==> config.mk <==
export PLATFORM = sky130hd
export DESIGN_NAME = exec_alu
export DESIGN_NICKNAME = d
export VERILOG_FILES = /design/src/rtl/exec_pkg.sv /design/src/rtl/exec_mul.sv /design/src/rtl/exec_alu.sv
export SDC_FILE = /design/constraint.sdc
export NUM_CORES = 1
export LEC_CHECK = 0
export BUFFER_PORTS_ARGS = -buffer_cell sky130_fd_sc_hd__buf_4
export CORE_UTILIZATION = 25
export CTS_BUF_LIST = sky130_fd_sc_hd__clkbuf_8
export DETAILED_ROUTE_END_ITERATION = 8
export SYNTH_ARGS = -nofsm -noshare
export SYNTH_HDL_FRONTEND = slang
export SYNTH_HIERARCHICAL = 1
export SYNTH_SLANG_ARGS = --single-unit
==> constraint.sdc <==
create_clock -name clk -period 9.3 [get_ports clk]
set_input_delay 1.395 -clock clk [delete_from_list [all_inputs] [get_ports clk]]
set_output_delay 1.395 -clock clk [all_outputs]
set_load 0.02 [all_outputs]
==> src/rtl/exec_pkg.sv <==
// Shared types for the execute stage: opcodes, FSM states and the default width.
package exec_pkg;

    localparam int W_DEFAULT = 8;

    // Opcodes 10-15 are all treated as NOP; OP_NOP names the first of them.
    typedef enum logic [3:0] {
        OP_ADD  = 4'd0,
        OP_SUB  = 4'd1,
        OP_AND  = 4'd2,
        OP_OR   = 4'd3,
        OP_XOR  = 4'd4,
        OP_SLL  = 4'd5,
        OP_SRL  = 4'd6,
        OP_PASS = 4'd7,
        OP_MUL  = 4'd8,
        OP_MULH = 4'd9,
        OP_NOP  = 4'd10
    } opcode_e;

    typedef enum logic [1:0] {
        ST_IDLE   = 2'd0,
        ST_MUL    = 2'd1,
        ST_WB_MUL = 2'd2
    } state_e;

    // Multi-cycle ops go through the shift-add multiplier.
    function automatic logic is_mul_op(input logic [3:0] op);
        return (op == OP_MUL) || (op == OP_MULH);
    endfunction

    // Single-cycle ops write back on the cycle after accept.
    function automatic logic is_single_op(input logic [3:0] op);
        return op <= OP_PASS;
    endfunction

endpackage

==> src/rtl/exec_mul.sv <==
// Iterative shift-add multiplier: one partial-product bit per cycle.
// start latches the operands; done flags the cycle of the last iteration,
// with product showing the value the accumulator takes at that edge.
module exec_mul #(
    parameter int W          = 8,
    parameter int MUL_CYCLES = W
) (
    input  logic           clk,
    input  logic           reset,
    input  logic           start,
    input  logic [W-1:0]   a,
    input  logic [W-1:0]   b,
    output logic           done,
    output logic [2*W-1:0] product
);

    localparam int CW = $clog2(MUL_CYCLES) + 1;

    logic           busy_q;
    logic [CW-1:0]  cnt_q;
    logic [2*W-1:0] mcand_q;
    logic [W-1:0]   mplier_q;
    logic [2*W-1:0] acc_q;
    logic [2*W-1:0] acc_d;

    // Next accumulator value: add the shifted multiplicand when the current multiplier bit is set.
    always_comb begin
        // NOTE: every always_comb output gets a default before any branch, so no latch is inferred.
        acc_d   = acc_q + (mplier_q[0] ? mcand_q : '0);
        product = acc_d;
        done    = busy_q && (cnt_q == CW'(MUL_CYCLES - 1));
    end

    // Operand capture on start, then one iteration per cycle until the count runs out.
    always_ff @(posedge clk) begin
        // NOTE: sequential state uses non-blocking assignments only, so every flop samples pre-edge values.
        if (reset) begin
            busy_q   <= 1'b0;
            cnt_q    <= '0;
            mcand_q  <= '0;
            mplier_q <= '0;
            acc_q    <= '0;
        end else if (start) begin
            busy_q   <= 1'b1;
            cnt_q    <= '0;
            mcand_q  <= {{W{1'b0}}, a};
            mplier_q <= b;
            acc_q    <= '0;
        end else if (busy_q) begin
            acc_q    <= acc_d;
            mcand_q  <= mcand_q << 1;
            mplier_q <= mplier_q >> 1;
            cnt_q    <= cnt_q + CW'(1);
            if (done) begin
                busy_q <= 1'b0;
            end
        end
    end

endmodule

==> src/rtl/exec_alu.sv <==
// Execute stage: single-cycle ALU plus an FSM that sequences the
// multi-cycle multiplier and drives the register-file write port.
module exec_alu
    import exec_pkg::*;
#(
    parameter int W          = W_DEFAULT,
    parameter int MUL_CYCLES = W
) (
    input  logic         clk,
    input  logic         reset,
    input  logic         in_valid,
    output logic         in_ready,
    input  logic [3:0]   op,
    input  logic [W-1:0] rs_val,
    input  logic [W-1:0] rt_val,
    input  logic [2:0]   rd,
    output logic         wb_rw,
    output logic [2:0]   wb_rd,
    output logic [W-1:0] wb_data,
    output logic         flag_z,
    output logic         flag_c
);

    state_e         state_q, state_d;
    logic           mulh_q, mulh_d;
    logic [2:0]     mul_rd_q, mul_rd_d;
    logic           wb_rw_q;
    logic [2:0]     wb_rd_q;
    logic [W-1:0]   wb_data_q;
    logic           flag_z_q, flag_c_q;

    logic [W:0]     sum;
    logic [W-1:0]   alu_res;
    logic           alu_c;

    logic           mul_start;
    logic           mul_done;
    logic [2*W-1:0] mul_product;

    logic           wr_en;
    logic [2:0]     wr_rd;
    logic [W-1:0]   wr_data;
    logic           wr_c;

    exec_mul #(
        .W          (W),
        .MUL_CYCLES (MUL_CYCLES)
    ) u_mul (
        .clk     (clk),
        .reset   (reset),
        .start   (mul_start),
        .a       (rs_val),
        .b       (rt_val),
        .done    (mul_done),
        .product (mul_product)
    );

    assign in_ready = (state_q == ST_IDLE);
    assign wb_rw    = wb_rw_q;
    assign wb_rd    = wb_rd_q;
    assign wb_data  = wb_data_q;
    assign flag_z   = flag_z_q;
    assign flag_c   = flag_c_q;

    // Single-cycle datapath; carry is bit W of the unsigned W+1-bit add/sub.
    always_comb begin
        sum     = '0;
        alu_res = '0;
        alu_c   = 1'b0;
        case (op)
            OP_ADD: begin
                sum     = {1'b0, rs_val} + {1'b0, rt_val};
                alu_res = sum[W-1:0];
                alu_c   = sum[W];
            end
            OP_SUB: begin
                sum     = {1'b0, rs_val} - {1'b0, rt_val};
                alu_res = sum[W-1:0];
                alu_c   = sum[W];
            end
            OP_AND:  alu_res = rs_val & rt_val;
            OP_OR:   alu_res = rs_val | rt_val;
            OP_XOR:  alu_res = rs_val ^ rt_val;
            OP_SLL:  alu_res = rs_val << rt_val[2:0];
            OP_SRL:  alu_res = rs_val >> rt_val[2:0];
            OP_PASS: alu_res = rs_val;
            default: alu_res = '0;
        endcase
    end

    // FSM next state and write-back request; rd = 0 and NOPs use their slot but never write.
    always_comb begin
        state_d   = state_q;
        mulh_d    = mulh_q;
        mul_rd_d  = mul_rd_q;
        mul_start = 1'b0;
        wr_en     = 1'b0;
        wr_rd     = wb_rd_q;
        wr_data   = wb_data_q;
        wr_c      = 1'b0;
        case (state_q)
            ST_IDLE: begin
                if (in_valid) begin
                    if (is_mul_op(op)) begin
                        mul_start = 1'b1;
                        mulh_d    = (op == OP_MULH);
                        mul_rd_d  = rd;
                        state_d   = ST_MUL;
                    end else if (is_single_op(op) && (rd != 3'd0)) begin
                        wr_en   = 1'b1;
                        wr_rd   = rd;
                        wr_data = alu_res;
                        wr_c    = alu_c;
                    end
                end
            end
            ST_MUL: begin
                if (mul_done) begin
                    state_d = ST_WB_MUL;
                    if (mul_rd_q != 3'd0) begin
                        wr_en   = 1'b1;
                        wr_rd   = mul_rd_q;
                        wr_data = mulh_q ? mul_product[2*W-1:W] : mul_product[W-1:0];
                    end
                end
            end
            ST_WB_MUL: state_d = ST_IDLE;
            default:   state_d = ST_IDLE;
        endcase
    end

    // State, latched multiply context, write-back port and flags; reset wins over any accept.
    always_ff @(posedge clk) begin
        if (reset) begin
            state_q   <= ST_IDLE;
            mulh_q    <= 1'b0;
            mul_rd_q  <= '0;
            wb_rw_q   <= 1'b0;
            wb_rd_q   <= '0;
            wb_data_q <= '0;
            flag_z_q  <= 1'b0;
            flag_c_q  <= 1'b0;
        end else begin
            state_q  <= state_d;
            mulh_q   <= mulh_d;
            mul_rd_q <= mul_rd_d;
            wb_rw_q  <= wr_en;
            if (wr_en) begin
                wb_rd_q   <= wr_rd;
                wb_data_q <= wr_data;
                flag_z_q  <= (wr_data == '0);
                flag_c_q  <= wr_c;
            end
        end
    end

endmodule

# Yosys cells after proc, flatten, opt, wreduce, memory -nomap -nowiden
# Index checks and enable logic that the tools add are counted.
[op_classes]
eq_ne = 17
n_reduce_logical = 14
addsub = 4
n_shift = 2
n_lt_le_gt_ge = 1
muxes = 40
n_bitwise = 3
[ops]
columns = ["operator", "count"]
rows = [
  ["2-to-1 mux 8 bit", 10],
  ["case mux 8 bit (8 select lines)", 1],
  ["equality test 4 x 3 -> 1 bit, second input constant", 5],
  ["adder 16 bit", 1],
  ["2-to-1 mux 16 bit", 1],
  ["case mux 8 bit (2 select lines)", 1],
  ["2-to-1 mux 1 bit", 15],
  ["2-to-1 mux 3 bit", 5],
  ["adder 8 x 8 -> 9 bit", 1],
  ["subtractor 8 x 8 -> 9 bit", 1],
  ["AND 8 bit", 1],
  ["equality test 4 x 2 -> 1 bit, second input constant", 2],
  ["equality test 4 bit, second input constant", 2],
  ["zero test 8 bit", 1],
  ["inequality test 2 bit, second input constant", 4],
  ["OR 8 bit", 1],
  ["<< shifter 8 x 3 -> 8 bit", 1],
  [">> shifter 8 x 3 -> 8 bit", 1],
  ["XOR 8 bit", 1],
  ["AND reduction 7 bit", 1],
  ["2-to-1 mux 2 bit", 3],
  ["case mux 3 bit (2 select lines)", 1],
  ["AND reduction 3 bit", 2],
  ["nonzero test 3 bit", 2],
  ["13 further kinds", 17],
]
[totals]
ff_bits = 65
out_inout_bits = 15

# Longest topological paths before layout
# Gate-level depths: netlist of run 1.
[logic_depth]
ltp_word = 7
ltp_mapped = 16
ltp_nobuf = 15

# Cells and area by module
# Netlist of run 1, hierarchy kept.
[by_module_without_submodules]
columns = ["module", "cells_each", "n_inst", "area_each_um2"]
rows = [
  ["exec_alu", 375, 1, 2885.3],
  ["exec_mul", 315, 1, 2667.6],
]

# Worst setup path after synthesis of run 1
# Ideal clock, no wire load.
[synth_path]
path_kind = "input-to-reg"
startpoint = "in rt_val[1]"
endpoint = "reg flag_z_q (netlist: flag_z)"
t_required_ns = 9.204
arrival_ns = 3.806
slack_ns = 5.398
n_path_buf = 2
stages = 11
path_cell_list = "buf_2 -> buf_1 -> inv_1 -> ha_1 -> or3_1 -> a31oi_1 -> nor3_1 -> o21a_1 -> a21o_1 -> o211a_1 -> o41ai_2"
[synth_via]
elab_chain_len = 7
[synth_lines]
columns = ["item", "line_no", "source"]
rows = [
  ["start: declaration", "exec_alu.sv:15", "input logic [W-1:0] rt_val,"],
  ["subtractor 8 x 8 -> 9 bit, or another cell as far along", "exec_alu.sv:77", "sum = {1'b0, rs_val} - {1'b0, rt_val};"],
  ["case mux 8 bit (8 select lines) *", "exec_alu.sv:70", "case (op)"],
  ["2-to-1 mux 8 bit *", "exec_alu.sv:109", "end else if (is_single_op(op) && (rd != 3'd0)) begin"],
  ["2-to-1 mux 8 bit *", "exec_alu.sv:104", "if (is_mul_op(op)) begin"],
  ["2-to-1 mux 8 bit *", "exec_alu.sv:103", "if (in_valid) begin"],
  ["case mux 8 bit (2 select lines) *", "exec_alu.sv:101", "case (state_q)"],
  ["zero test 8 bit *", "exec_alu.sv:151", "flag_z_q <= (wr_data == '0);"],
  ["end signal: assignment", "exec_alu.sv:151", ""],
  ["end: declaration", "exec_alu.sv:30", "logic flag_z_q, flag_c_q;"],
]
# Every way passes the cells marked *; elsewhere a longest branch is shown, timed or not.
# A chain may end at the register's enable or synchronous reset.

# Worst setup path in the final report of run 1
[layout_path]
startpoint = "in op[2]"
endpoint = "reg u_mul.acc_q[12]"
[layout_via]
elab_chain_len = 6
[layout_lines]
columns = ["item", "line_no", "source"]
rows = [
  ["start: declaration", "exec_alu.sv:13", "input logic [3:0] op,"],
  ["equality test 4 bit", "exec_pkg.sv:29", "return (op == OP_MUL) || (op == OP_MULH);"],
  ["logical OR 1 bit *", "exec_pkg.sv:29", ""],
  ["2-to-1 mux 1 bit *", "exec_alu.sv:104", ""],
  ["2-to-1 mux 1 bit *", "exec_alu.sv:103", ""],
  ["2-to-1 mux 1 bit *", "exec_alu.sv:101", ""],
  ["via mul_start", "exec_alu.sv:36", "logic mul_start;"],
  ["OR reduction 2 bit (no line) *", "n/a", ""],
  ["end signal: assignment", "exec_mul.sv:42", "acc_q <= '0;"],
  ["end signal: assignment", "exec_mul.sv:48", "acc_q <= '0;"],
  ["end signal: assignment", "exec_mul.sv:50", "acc_q <= acc_d;"],
  ["end: declaration", "exec_mul.sv:23", "logic [2*W-1:0] acc_q;"],
]
# Mark *: on every way through the listed nets, which the timed path passes. The rest lies on a longest branch.

==> results.sh, run 1 <==
export IMPL_tritoncts_num_buffers=9
export IMPL_cts_resized=0
export IMPL_num_vias=5080
export IMPL_grt_pass1_wl_um=24600
export IMPL_port_buffers=40
export IMPL_leakagePower_nw=2.55
export IMPL_ys_top_cells_by_area="dfxtp_1 23%, ha_1 9.5%, mux2i_1 9.2%"
export IMPL_finalSetupViolCount=0
export IMPL_cts_tree="done"
export IMPL_slew_viol_final=0
export IMPL_yosysMostFrequentCell="nor2_1"
export IMPL_synthesis_nets=761
export IMPL_cts_buffer_depth=2
export IMPL_ys_top_cells_by_count="115 x nor2_1, 65 x dfxtp_1, 51 x mux2i_1"
export IMPL_slowest_stage="or2_1"
export IMPL_syn_to_final_growth_pct=12.7
export IMPL_drive_gt1_share_pct=11.5
export IMPL_grt_pass1_vias=4536
export IMPL_clk_latency_ns=0.37
export IMPL_max_slew_margin_pct=34.6
export IMPL_cp_required_ns=9.56
export IMPL_ys_flop_type="dfxtp_1"
export IMPL_wl_um=15400
export IMPL_grt_antenna_before_repair=0
export IMPL_maxCapViolations=0
export IMPL_cp_common_cell="nor2_1"
export IMPL_cp_cell_sequence="buf_4 -> nor2_1 -> nand4_1 -> inv_1 -> or2_1 -> nor2_1 -> a22o_1"
export IMPL_num_nets_final=772
export IMPL_worstMarginPinSlew_ns=0.979
export IMPL_remaining_drc_errors=0
export IMPL_die_width_um=151
export IMPL_gp_congestion=0.919
export IMPL_dp_hpwl_um=11600
export IMPL_pin_count=41
export IMPL_routed_via_density=5.15
export IMPL_drt_iter0_markers=582
export IMPL_synth_area_mm2=0.00555
export IMPL_power_total_w=0.000722
export IMPL_start_util_pct=25.4
export IMPL_hold_viol_final=0
export IMPL_clk_pin_slew_worst_paths_ns=0.08
export IMPL_synth_edf_count=0
export IMPL_syn_avg_cell_area_um2=8.05
export IMPL_worstSetupEndpointType="register"
export IMPL_crit_arrival_ns=4.28
export IMPL_synthCells=690
export IMPL_crit_fanout=35
export IMPL_cp_slowest_stage_delay_ns=0.85
export IMPL_fillerInstances=2384
export IMPL_cts_root_buf="clkbuf_8"
export IMPL_detail_route_antenna_nets=0
export IMPL_yosysTopAreaCell="dfxtp_1"
export IMPL_overflow=0
export IMPL_wl_per_cell_um=15.7
export IMPL_ctsHtreeMaxLevel=3
export IMPL_chipHeight_um=151
export IMPL_start_kind="input pin"
export IMPL_critPathKind="input pin to register"
export IMPL_outcome="finished, final reports clean"
export IMPL_hold_class="register to register"
export IMPL_vdd_drop_max_uv=56.1
export IMPL_clkSinkCount=65
export IMPL_rsz0062_at_grt="no"
export IMPL_clock_fmax_ghz=0.248
export IMPL_grt_max_degree=46
export IMPL_finalCriticalPeriod_ns=4.03
export IMPL_ys_types=74
export IMPL_drt_pass1_iterations=5
export IMPL_synth_seq_cells=65
export IMPL_ys_seq_area_share_pct=23.4
export IMPL_num_antenna_cells=0
export IMPL_die_area_mm2=0.0228
export IMPL_synthArstFlopShare_pct=0
export IMPL_powerDensity_mw_per_mm2=115
export IMPL_finClkSkew_ns=0.0139
export IMPL_yosysWarnings=6
export IMPL_finalCritPeriodShare_pct=43.3
export IMPL_grt_usage_pct=13.9
export IMPL_synth_top_cell_area_share_pct=23.4
export IMPL_multiInputGateArea_mm2=0.00397
export IMPL_core_area_mm2=0.0218
export IMPL_seq_area_mm2=0.00130
export IMPL_ctsHoldBuffers=0
export IMPL_setup_tns_ns=0
export IMPL_cts_setup_buffers=0
export IMPL_core_rowCount=54
==> path summary, 6_finish.rpt <==
check	startpoint	to	slack, ns	depth (start not counted)
worst max-delay path	op[2]	u_mul/acc_q[12]	5.27	7
worst max register to register	u_mul/mplier_q[0]	flag_z	5.30	15
worst min-delay path	u_mul/acc_q[13]	u_mul/acc_q[13]	0.49	1
worst min register to register	u_mul/acc_q[13]	u_mul/acc_q[13]	0.49	1
==> worst max-delay path, delay by kind of cell <==
family | cells | cell delay (ns)
AO/OA/AOI/OAI | 1 | 0.29
buffers and inverters | 2 | 1.00
AND/OR/NAND/NOR | 4 | 1.58
==> cell type report <==
| class | count | area share (%) |
|---|---|---|
| Clock buffer | 9 | 1.98 |
| Tap cell | 280 | 5.60 |
| Sequential cell | 65 | 20.8 |
| Timing Repair Buffer | 41 | 4.92 |
| Clock inverter | 7 | 1.64 |
| Multi-Input combinational cell | 557 | 63.4 |
| Inverter | 27 | 1.62 |
==> cells in the final DEF (no fill, tap or decap), types with 6 or more instances in the layout <==
| cell | instances |
|---|---|
| nand4_1 | 8 |
| nand2b_1 | 10 |
| a21oi_1 | 42 |
| o21ai_0 | 29 |
| and2_1 | 17 |
| nand3_1 | 10 |
| a21o_1 | 6 |
| xnor2_1 | 12 |
| o31ai_1 | 6 |
| xor2_1 | 10 |
| a31oi_1 | 8 |
| a32oi_1 | 8 |
| nor3b_1 | 9 |
| dfxtp_1 | 64 |
| inv_1 | 26 |
| nor2_1 | 115 |
| mux2i_1 | 51 |
| nand3b_1 | 8 |
| a22oi_1 | 6 |
| nor3_1 | 13 |
| clkbuf_8 | 9 |
| nor2b_1 | 14 |
| o211ai_1 | 8 |
| nand2_1 | 30 |
| buf_4 | 41 |
| and3_1 | 7 |
| ha_1 | 42 |
==> metal layers <==
layer,vias up,GRT usage (%),share of wire [%]
met1,2388,19.6,49
met3,17,3.34,5.6
met2,147,20.6,44
li1,2528,-,-
met4,0,4.30,1.5
met5,-,0,0
==> logic make-up (layout without fill, tap and decap cells) <==
logic type | count (synthesis) | in the layout | synth area share [%]
flops | 65 | 65 | 23.4
compound gates | 169 | 169 | 21.2
buf+inv | 68 | 84 | 5.07
fa+ha+maj | 45 | 45 | 10.5
simple gates | 259 | 259 | 22.9
xor+xnor | 22 | 22 | 3.47
mux | 62 | 62 | 13.4
==> sequential cells by signal (all words and copies together), names as in the netlist <==
register / cells
flag_c: 1
flag_z: 1
mul_rd_q: 3
mulh_q: 1
state_q: 2
u_mul/acc_q: 16
u_mul/busy_q: 1
u_mul/cnt_q: 4
u_mul/mcand_q: 16
u_mul/mplier_q: 8
wb_data: 8
wb_rd: 3
wb_rw: 1
==> power breakdown <==
| part | switching [W] | leakage (nW) | internal [W] |
|---|---|---|---|
| clock | 0.000126 | 0.116 | 0.000154 |
| sequential | 0.00000567 | 0.527 | 0.000285 |
| combinational | 0.0000920 | 1.91 | 0.0000593 |
| total | 0.000224 | 2.55 | 0.000498 |
==> per-stage QoR <==
| stage | cells | worst slack [ns] | hold WS (ns) | instance area (um2) | utilization (%) |
|---|---|---|---|---|---|
| final | 986 | 5.27 | 0.494 | 6260 | 28.7 |
| after global routing | 986 | 5.01 | 0.511 | 6260 | 28.7 |
| after CTS | 986 | 5.24 | 0.491 | 6260 | 28.7 |
| after detailed placement | 970 | 4.87 | 0.469 | 6030 | 27.6 |
| after global placement | 970 | 4.94 | 0.474 | 6030 | 27.6 |
| after floorplan | 690 | 5.40 | 0.449 | 5550 | - |
(Power assumes the default switching activity.)
==> inputs of run 2 (changes only) <==
==> constraint.sdc (replaced) <==
create_clock -name clk -period 3.5 [get_ports clk]
set_input_delay 0.525 -clock clk [delete_from_list [all_inputs] [get_ports clk]]
set_output_delay 0.525 -clock clk [all_outputs]
set_load 0.02 [all_outputs]
==> run 2 against run 1 <==
Critical path depth is 8 higher; utilization rose by 0.30 points; clock-buffer cell count rose by 2; final cell count rose by 1.0%; final area is 1.1% higher; die area stayed put; critical path type is now register to register; highest routed layer unchanged; routed wire length grew 5.1%; largest power group unchanged; flip-flop and latch count is the same; sequential share of layout area down 0.22 points; non-clock buffer count is 10 higher.
==> results.sh, run 2 (synthesized netlist as in run 1, its figures left out) <==
export IMPL_die_width_um=151
export IMPL_chipHeight_um=151
export IMPL_finalCritPeriodShare_pct=93.6
export IMPL_grt_pass1_vias=4824
export IMPL_whs_ns=0.424
export IMPL_finClkSkew_ns=0.0141
export IMPL_stdcell_area_mm2=0.00632
export IMPL_p_sw_w=0.000590
export IMPL_crit_arrival_ns=3.55
export IMPL_core_area_mm2=0.0218
export IMPL_die_area_mm2=0.0228
export IMPL_wl_per_cell_um=16.3
export IMPL_dpl_instance_area_mm2=0.00611
export IMPL_clk_pin_slew_worst_paths_ns=0.08
export IMPL_vdd_drop_max_uv=143
export IMPL_power_total_w=0.00187
export IMPL_maxCapViolations=0
export IMPL_power_switching_share_pct=31.5
export IMPL_crit_start="u_mul/mcand_q[0]"
export IMPL_pin_count=41
export IMPL_worstSetupEndpointType="register"
export IMPL_detail_route_antenna_nets=0
export IMPL_r2r_end="flag_z"
export IMPL_overflow=0
export IMPL_remaining_drc_errors=0
export IMPL_slew_viol_final=0
export IMPL_clock_power_share_pct=36.7
export IMPL_seq_area_mm2=0.00130
export IMPL_cts_tree="done"
export IMPL_power_frac_comb_pct=22.1
export IMPL_reg2reg_depth=15
export IMPL_drive_gt1_share_pct=12.8
export IMPL_max_slew_margin_pct=36.8
export IMPL_core_rowCount=54
export IMPL_clk_latency_ns=0.37
export IMPL_powerDensity_mw_per_mm2=296
export IMPL_finalSetupViolCount=0
export IMPL_multiInputGateArea_mm2=0.00398
export IMPL_fillerInstances=2370
export IMPL_setup_tns_ns=0
export IMPL_cts_buffer_depth=2
export IMPL_start_kind="register"
export IMPL_cts_setup_buffers=0
export IMPL_cts_resized=0
export IMPL_layout_common_cells="115 x nor2_1, 64 x dfxtp_1, 51 x mux2i_1, 51 x buf_4"
export IMPL_dp_hpwl_um=12000
export IMPL_fin_util_pct=29.0
export IMPL_r2r_start="u_mul/mcand_q[0]"
export IMPL_wl_um=16200
export IMPL_syn_to_final_growth_pct=13.9
export IMPL_hold_viol_final=0
export IMPL_gp_congestion=0.972
export IMPL_ctsHoldBuffers=0
export IMPL_grt_max_degree=45
export IMPL_num_vias=5219
export IMPL_grt_usage_pct=14.6
export IMPL_rsz0062_at_grt="no"
export IMPL_worstMarginPinSlew_ns=0.941
export IMPL_critPathKind="register to register"
export IMPL_cp_required_ns=3.78
export IMPL_crit_fanout=3
export IMPL_outcome="finished, final reports clean"
export IMPL_start_util_pct=25.4
export IMPL_num_antenna_cells=0
export IMPL_power_internal_w=0.00128
export IMPL_leakagePower_nw=2.59
export IMPL_num_nets_final=782
export IMPL_endpoint="flag_z"
export IMPL_ctsHtreeMaxLevel=3
export IMPL_drt_iter0_markers=572
export IMPL_final_common_cell="nor2_1"
export IMPL_grt_antenna_before_repair=0
export IMPL_grt_pass1_wl_um=25600
export IMPL_reg2reg_slack_ns=0.22
export IMPL_routed_via_density=5.24
export IMPL_reg_top3="u_mul/acc_q (16), u_mul/mcand_q (16)"
export IMPL_seq_power_share_pct=41.2
export IMPL_finalCriticalPeriod_ns=3.28
export IMPL_port_buffers=40
export IMPL_tritoncts_num_buffers=9
export IMPL_cts_root_buf="clkbuf_8"
export IMPL_drt_pass1_iterations=5
export IMPL_clock_fmax_ghz=0.305
export IMPL_clkSinkCount=65
export IMPL_hold_class="input pin to register"
-- run 2: cell types whose count changed in the layout (fill, tap and decap cells not counted), sizes merged --
cell,delta
clkinvlp,+1
clkinv,-1
inv,-1
clkbuf,+2
bufinv,-1
buf,+10
-- run 2: how the worst min path moves through the flow --
stage,start,to,slack (ns),depth (start not counted)
floorplan,u_mul/acc_q[11],u_mul/acc_q[11],0.45,1
global placement,u_mul/acc_q[2],u_mul/acc_q[2],0.48,2
detailed placement,u_mul/acc_q[12],u_mul/acc_q[12],0.48,1
CTS,rt_val[3],u_mul/mplier_q[3],0.41,3
global route,rt_val[3],u_mul/mplier_q[3],0.41,3
finish,rt_val[3],u_mul/mplier_q[3],0.42,3
-- run 2: final cells by class --
class	count	share of cell area (%)
inverters	27	1.60
multi-input cells	557	62.9
clock inverters	5	0.870
well taps	280	5.54
repair buffers	51	6.05
flip-flops and latches	65	20.6
clock buffers	11	2.39
-- run 2: critical path, cell delays in order, from the launching register on --
cell	delay, ns
dfxtp_1	0.32
and2_1	0.16
ha_1	0.23
fa_1	0.44
a21o_1	0.23
a311oi_2	0.27
nor2_1	0.12
o21ai_1	0.16
nand2_1	0.09
xor2_1	0.17
mux2_2	0.27
nand2_1	0.09
nand3b_1	0.10
o31ai_2	0.22
nand4_1	0.14
o41ai_2	0.20
-- run 2: power by group through the flow --
stage,logic (W),registers (W),clock network [W]
floorplan,0.000256,0.000796,0
global placement,0.000405,0.000789,0
detailed placement,0.000405,0.000789,0
CTS,0.000407,0.000772,0.000708
global route,0.000452,0.000774,0.000742
finish,0.000415,0.000772,0.000688
-- run 2: through the flow --
stage,cells,setup slack [ns]
after floorplan,690,0.286
after detailed placement,980,0.117
after global placement,980,0.151
after global routing,996,0.00314
after CTS,996,0.0751
final,996,0.224
-- run 2: layer usage --
metal  GRT usage (%)  wire length, um  share of wire, %  up-vias
li1                -                -                 -     2545
met1            20.1             7810                48     2477
met2            22.2             7100                44      168
met3            3.37             1010               6.2       29
met4            4.90              316               1.9        0
met5               0                0                 0        -
